`config.mk`:
```
export PLATFORM = sky130hd
export DESIGN_NAME = duck_flight_ctrl
export DESIGN_NICKNAME = d
export VERILOG_FILES = /design/src/rtl/duck_pkg.sv /design/src/rtl/duck_lfsr.sv /design/src/rtl/duck_flight_ctrl.sv
export SDC_FILE = /design/constraint.sdc
export NUM_CORES = 1
export LEC_CHECK = 0
export CAP_MARGIN = 20
export CORE_MARGIN = 1.5
export CORE_UTILIZATION = 60
export CTS_CLUSTER_SIZE = 8
export DETAILED_ROUTE_END_ITERATION = 8
export GPL_ROUTABILITY_DRIVEN = 1
export PLACE_DENSITY = 0.81
export SLEW_MARGIN = 10
export SYNTH_ARGS = -nofsm -noshare
export SYNTH_HDL_FRONTEND = slang
export SYNTH_HIERARCHICAL = 1
export SYNTH_SLANG_ARGS = --single-unit
```
`constraint.sdc`:
```
create_clock -name clk -period 2.9 [get_ports clk]
set_clock_uncertainty 0.1 [all_clocks]
set_input_delay 0.58 -clock clk [delete_from_list [all_inputs] [get_ports clk]]
set_output_delay 0.58 -clock clk [all_outputs]
set_load 0.05 [all_outputs]
```
`src/rtl/duck_pkg.sv`:
```
// duck_pkg: shared types and screen constants for the duck flight controller.
//   duck_state_t    - flight FSM states
//   H_MAX_DEF, GROUND_Y_DEF, DUCK_SIZE_DEF - default screen geometry
//   LFSR_SEED       - non-zero start value of the spawn position LFSR
package duck_pkg;

  typedef enum logic [2:0] {
    ST_IDLE   = 3'd0,
    ST_FLY    = 3'd1,
    ST_HIT    = 3'd2,
    ST_FALL   = 3'd3,
    ST_ESCAPE = 3'd4
  } duck_state_t;

  localparam int H_MAX_DEF     = 1024;
  localparam int GROUND_Y_DEF  = 600;
  localparam int DUCK_SIZE_DEF = 64;

  localparam logic [15:0] LFSR_SEED = 16'hACE1;

endpackage

```
`src/rtl/duck_lfsr.sv`:
```
// duck_lfsr: free-running 16-bit Fibonacci LFSR (x^16 + x^14 + x^13 + x^11 + 1).
// Advances every clock; the seed is non-zero and the polynomial is maximal,
// so the register never reaches the all-zero lock-up state.
// Ports:
//   clk  in  clock
//   rst  in  synchronous active-high reset (loads LFSR_SEED)
//   lfsr out current 16-bit register value
module duck_lfsr
  import duck_pkg::*;
(
  input  logic        clk,
  input  logic        rst,
  output logic [15:0] lfsr
);

  logic [15:0] lfsr_q, lfsr_d;

  always_comb begin
    lfsr_d = {lfsr_q[14:0], lfsr_q[15] ^ lfsr_q[13] ^ lfsr_q[12] ^ lfsr_q[10]};
  end

  always_ff @(posedge clk) begin
    if (rst) lfsr_q <= LFSR_SEED;
    else     lfsr_q <= lfsr_d;
  end

  assign lfsr = lfsr_q;

endmodule

```
`src/rtl/duck_flight_ctrl.sv`:
```
// duck_flight_ctrl: duck trajectory generator for the hunt screen.
// Spawns a duck at a pseudo-random ground position, flies it with wall
// bounces on a slow movement tick, then either drops it after a hit or lets
// it escape off the top edge.
// Ports:
//   clk, rst        clock, synchronous active-high reset
//   game_enable     low forces IDLE (position held, no pulses)
//   hunt_start      one-cycle request for a new duck (IDLE only)
//   duck_hit        one-cycle shot notification (FLY only)
//   duck_xpos/ypos  sprite top-left corner, 12-bit
//   duck_visible    sprite draw enable
//   duck_falling    high in HIT and FALL
//   duck_dir_left   horizontal direction for sprite mirroring
//   duck_down       one-cycle pulse when the fall lands
//   duck_escaped    one-cycle pulse when the duck leaves the top edge
// Configuration macro: DUCK_SPEEDUP_EN - adds a saturating hit counter that
// raises the per-tick step by hits/2 pixels.
module duck_flight_ctrl
  import duck_pkg::*;
#(
  parameter int H_MAX           = H_MAX_DEF,
  parameter int DUCK_SIZE       = DUCK_SIZE_DEF,
  parameter int GROUND_Y        = GROUND_Y_DEF,
  parameter int MOVE_DIV        = 650_000,
  parameter int FLIGHT_TICKS    = 500,
  parameter int HIT_PAUSE_TICKS = 50,
  parameter int STEP            = 2
) (
  input  logic        clk,
  input  logic        rst,
  input  logic        game_enable,
  input  logic        hunt_start,
  input  logic        duck_hit,
  output logic [11:0] duck_xpos,
  output logic [11:0] duck_ypos,
  output logic        duck_visible,
  output logic        duck_falling,
  output logic        duck_dir_left,
  output logic        duck_down,
  output logic        duck_escaped
);

  localparam logic [11:0] X_MAX       = 12'(H_MAX - DUCK_SIZE);
  localparam logic [11:0] Y_GND       = 12'(GROUND_Y - DUCK_SIZE);
  localparam logic [11:0] STEP_BASE   = 12'(STEP);
  localparam logic [19:0] DIV_LAST    = 20'(MOVE_DIV - 1);
  localparam logic [15:0] FLIGHT_LAST = 16'(FLIGHT_TICKS - 1);
  localparam logic [15:0] PAUSE_LAST  = 16'(HIT_PAUSE_TICKS - 1);

  duck_state_t state_q, state_d;
  logic [11:0] x_q, x_d, y_q, y_d;
  logic        dir_left_q, dir_left_d, up_q, up_d;
  logic        visible_q, visible_d, falling_q, falling_d;
  logic        down_q, down_d, escaped_q, escaped_d;
  logic [19:0] div_q, div_d;
  logic [15:0] cnt_q, cnt_d;
  logic [15:0] lfsr;
  logic [4:0]  unused_lfsr_hi;
  logic        tick;
  logic [11:0] step, fall_step, spawn_x;

  duck_lfsr u_lfsr (
    .clk  (clk),
    .rst  (rst),
    .lfsr (lfsr)
  );

  assign unused_lfsr_hi = lfsr[15:11];
  assign tick           = (div_q == DIV_LAST);
  assign spawn_x        = ({2'b00, lfsr[9:0]} > X_MAX) ? X_MAX : {2'b00, lfsr[9:0]};

`ifdef DUCK_SPEEDUP_EN
  logic [2:0] hits_q, hits_d;
  assign step = STEP_BASE + {10'd0, hits_q[2:1]};
`else
  assign step = STEP_BASE;
`endif
  assign fall_step = {step[10:0], 1'b0};

  always_comb begin
    state_d    = state_q;
    x_d        = x_q;
    y_d        = y_q;
    dir_left_d = dir_left_q;
    up_d       = up_q;
    cnt_d      = cnt_q;
    down_d     = 1'b0;
    escaped_d  = 1'b0;
    // Divider idles at zero and free-runs in every active state.
    div_d      = (state_q == ST_IDLE || tick) ? 20'd0 : div_q + 20'd1;
`ifdef DUCK_SPEEDUP_EN
    hits_d     = hits_q;
`endif

    unique case (state_q)
      ST_IDLE: begin
        if (hunt_start) begin
          x_d        = spawn_x;
          y_d        = Y_GND;
          dir_left_d = lfsr[10];
          up_d       = 1'b1;
          cnt_d      = '0;
          div_d      = '0;
          state_d    = ST_FLY;
        end
      end
      ST_FLY: begin
        // A hit is taken on any clock and beats a same-tick escape.
        if (duck_hit) begin
          cnt_d   = '0;
          state_d = ST_HIT;
`ifdef DUCK_SPEEDUP_EN
          if (hits_q != 3'd6) hits_d = hits_q + 3'd1;
`endif
        end else if (tick) begin
          // Bounds are tested before the add/subtract so nothing wraps;
          // touching a wall flips the direction.
          if (dir_left_q) begin
            if (x_q <= step) begin x_d = '0; dir_left_d = 1'b0; end
            else x_d = x_q - step;
          end else begin
            if (x_q >= X_MAX - step) begin x_d = X_MAX; dir_left_d = 1'b1; end
            else x_d = x_q + step;
          end
          if (up_q) begin
            if (y_q <= step) begin y_d = '0; up_d = 1'b0; end
            else y_d = y_q - step;
          end else begin
            if (y_q >= Y_GND - step) begin y_d = Y_GND; up_d = 1'b1; end
            else y_d = y_q + step;
          end
          cnt_d = cnt_q + 16'd1;
          if (cnt_q == FLIGHT_LAST) state_d = ST_ESCAPE;
        end
      end
      ST_HIT: begin
        if (tick) begin
          cnt_d = cnt_q + 16'd1;
          if (cnt_q == PAUSE_LAST) state_d = ST_FALL;
        end
      end
      ST_FALL: begin
        if (tick) begin
          if (y_q >= Y_GND - fall_step) begin
            y_d     = Y_GND;
            down_d  = 1'b1;
            state_d = ST_IDLE;
          end else begin
            y_d = y_q + fall_step;
          end
        end
      end
      ST_ESCAPE: begin
        if (tick) begin
          if (y_q < step) begin
            escaped_d = 1'b1;
            state_d   = ST_IDLE;
          end else begin
            y_d = y_q - step;
          end
        end
      end
      default: state_d = ST_IDLE;
    endcase

    // Disabling the game aborts silently with the sprite position frozen.
    if (!game_enable) begin
      state_d    = ST_IDLE;
      x_d        = x_q;
      y_d        = y_q;
      dir_left_d = dir_left_q;
      up_d       = up_q;
      div_d      = '0;
      down_d     = 1'b0;
      escaped_d  = 1'b0;
`ifdef DUCK_SPEEDUP_EN
      hits_d     = hits_q;
`endif
    end

    visible_d = (state_d != ST_IDLE);
    falling_d = (state_d == ST_HIT) || (state_d == ST_FALL);
  end

  always_ff @(posedge clk) begin
    if (rst) begin
      state_q    <= ST_IDLE;
      x_q        <= '0;
      y_q        <= '0;
      dir_left_q <= 1'b0;
      up_q       <= 1'b0;
      visible_q  <= 1'b0;
      falling_q  <= 1'b0;
      down_q     <= 1'b0;
      escaped_q  <= 1'b0;
      div_q      <= '0;
      cnt_q      <= '0;
`ifdef DUCK_SPEEDUP_EN
      hits_q     <= '0;
`endif
    end else begin
      state_q    <= state_d;
      x_q        <= x_d;
      y_q        <= y_d;
      dir_left_q <= dir_left_d;
      up_q       <= up_d;
      visible_q  <= visible_d;
      falling_q  <= falling_d;
      down_q     <= down_d;
      escaped_q  <= escaped_d;
      div_q      <= div_d;
      cnt_q      <= cnt_d;
`ifdef DUCK_SPEEDUP_EN
      hits_q     <= hits_d;
`endif
    end
  end

  assign duck_xpos     = x_q;
  assign duck_ypos     = y_q;
  assign duck_visible  = visible_q;
  assign duck_falling  = falling_q;
  assign duck_dir_left = dir_left_q;
  assign duck_down     = down_q;
  assign duck_escaped  = escaped_q;

endmodule

```
==> reports/qor.yml <==
flow_run:
  cap_violations: 0
floorplan:
  fp.dieW_um: 94.5
  die_area_mm2: 0.00893
  die_height_um: 94.5
  initial_utilization_pct: 61.5
  core_area_mm2: 0.00818
  rows: 33
  io_pins: 34
timing:
  worstMarginPinSlew_ns: 0.697
  maxSlewHeadroom_pct: 53.4
  hold_viol: 0
  rsz0062_at_grt: "no"
  whs_ns: 0.357
  fin_crit_ns: 2.70
  finalSetupTns_ns: 0
  final.period_utilization_pct: 93.0
  slew_viol_final: 0
  fmax_mhz: 371
  setup_viol: 0
finish:
  antenna_cells: 0
  fin_cells: 764
  area_growth_pct: 11.7
  fill_cells: 699
  drive_above_1_share_pct: 8.80
  nets: 672
critical_path:
  end_kind: "flip-flop"
  start_kind: "flip-flop"
  crit_chain: "inv_1 -> ha_1 -> nor3b_1 -> a31oi_1 -> o221ai_1 -> a21o_1 -> buf_4 -> nor2_1 -> o32ai_1"
  r2r_start: "duck_ypos[2]$_SDFFE_PP0P_"
  rr_worst_depth: 9
  rr_endpoint: "duck_ypos[3]$_SDFFE_PP0P_"
  endpoint: "duck_ypos[3]$_SDFFE_PP0P_"
  worstSetupPathType: "reg -> reg"
  crit_path_max_incr_delay_ns: 0.61
  reg2reg_slack_ns: 0.20
  startpoint: "duck_ypos[2]$_SDFFE_PP0P_"
  cp.required_ns: 3.08
  cp.arrival_ns: 2.88
  worstPathMaxFanout: 9
  crit_slowest_cell: "nor3b_1"
synthesis:
  netlist_area_mm2: 0.00502
  yosys_warnings: 6
  syn_inst: 636
  mappedNetlistNets: 654
  avgSynthCellArea_um2: 7.90
route:
  drtPass1Iterations: 5
  final_antenna_net_count: 0
  finalWirelength_um: 12400
  drcViolationCount: 0
  dr.first_iter.drc_count: 385
  num_vias: 4726
  vias_per_cell: 6.19
  avgRoutedWirePerCell_um: 16.2
global_routing:
  grt_start_max_net_pins: 48
  antenna_found_initial: 0
  gr-total-overflow: 0
  grt_pass1_wl_um: 20200
  gr-usage-all-layers_pct: 28.7
  grt_pass1_vias: 4292
placed_design:
  place.gp.congestion: 0.894
  dp_cells: 748
  dp_hpwl_um: 8860
  io_buffers: 32
status:
  status: "complete, no violations"
clock_tree:
  hold_buffers: 0
  path_clk_slew_ns: 0.11
  cts_inserted_buffers: 9
  post_cts_buffers: 0
  h-tree-depth: 3
  cts.sinks: 84
  root_buffer: "clkbuf_8"
  clk_latency_ns: 0.37
  clock_path_buffers: 2
  postCtsResizedCells: 0
  cts_tree: "yes"
power:
  power_density_mw_per_mm2: 436
  ir_drop_v: 0.000310
  p_leak_nw: 1.90
hold_path:
  hold_path.class: "reg -> reg"
routing by layer:
layer	vias to the layer above	global-route usage [%]	wire [µm]
met3	24	3.14	724
met4	0	11.3	243
met2	165	47.8	5860
li1	2309	-	-
met5	-	0	0
met1	2228	38.1	5570
layout by cell type (no fill, tap or decap), types with 4 or more instances in the layout:
cell / n
clkdlybuf4s50_1: 32
and2_1: 4
a211oi_1: 5
o21ai_0: 27
nor3_1: 26
clkbuf_8: 9
o22ai_1: 4
o221ai_1: 9
xor2_1: 20
inv_1: 22
or3_1: 5
nand2b_1: 7
nand3b_1: 4
nor2_1: 68
nor3b_1: 6
mux2i_1: 4
buf_4: 20
xnor2_1: 17
nand3_1: 27
and3_1: 14
nand4b_1: 4
o211ai_1: 8
or2_1: 7
a21oi_1: 45
dfxtp_1: 84
ha_1: 13
nor4_1: 15
nand4_1: 17
a31oi_1: 4
o31ai_1: 4
a21o_1: 5
nor2b_1: 17
nand2_1: 50
per-stage QoR:
stage / worst slack (ns) / area, µm² / power, mW / util, %
final: 0.203 / 5610 / 2.45 / 68.6
after global routing: 0.0877 / 5610 / 2.54 / 68.6
after CTS: 0.259 / 5610 / 2.46 / 68.6
after detailed placement: 0.109 / 5410 / 1.62 / 66.2
after global placement: 0.256 / 5410 / 1.61 / 66.2
after floorplan: 0.0428 / 5020 / 1.52 / -
worst max-delay path: cells and delay by family, from the launching register on:
family	cells	cell delay [ns]
buffers and inverters	2	0.35
and+or+nand+nor	2	0.67
adders and majority gates	1	0.28
AOI/OAI and AO/OA	4	0.88
DFF	1	0.32
layout make-up:
cell class / count / area, µm² / share of cell area, %
multi-input cells: 484 / 3030 / 53.9
flip-flops and latches: 84 / 1680 / 30.0
repair buffers: 53 / 490 / 8.74
well taps: 105 / 131 / 2.34
clock buffers: 9 / 124 / 2.21
inverters: 22 / 82.6 / 1.47
clock inverters: 7 / 76.3 / 1.36
report_power, final:
group          switching, mW  total [mW]  internal (mW)
Clock                  0.506       0.846          0.341
Combinational          0.237       0.374          0.138
Sequential            0.0405        1.23           1.19
worst min-delay path by stage:
stage                                          start                         end  slack (ns)  cells past startpoint
after global placement    u_lfsr/lfsr[14]$_SDFF_PP0_  u_lfsr/lfsr[15]$_SDFF_PP1_        0.29                      1
after floorplan           u_lfsr/lfsr[14]$_SDFF_PP0_  u_lfsr/lfsr[15]$_SDFF_PP1_        0.28                      1
after CTS                 u_lfsr/lfsr[14]$_SDFF_PP0_  u_lfsr/lfsr[15]$_SDFF_PP1_        0.36                      1
after global routing      u_lfsr/lfsr[11]$_SDFF_PP1_  u_lfsr/lfsr[12]$_SDFF_PP0_        0.37                      1
final                     u_lfsr/lfsr[14]$_SDFF_PP0_  u_lfsr/lfsr[15]$_SDFF_PP1_        0.36                      1
after detailed placement  u_lfsr/lfsr[14]$_SDFF_PP0_  u_lfsr/lfsr[15]$_SDFF_PP1_        0.33                      1
flip-flops by register name, indices dropped and copies added (netlist names):
register       flops
div_q             20
cnt_q             16
u_lfsr/lfsr       16
duck_xpos         12
duck_ypos         11
state_q            3
duck_dir_left      1
duck_down          1
duck_escaped       1
duck_falling       1
duck_visible       1
up_q               1
Note: power is estimated with default switching activity, not from simulation.
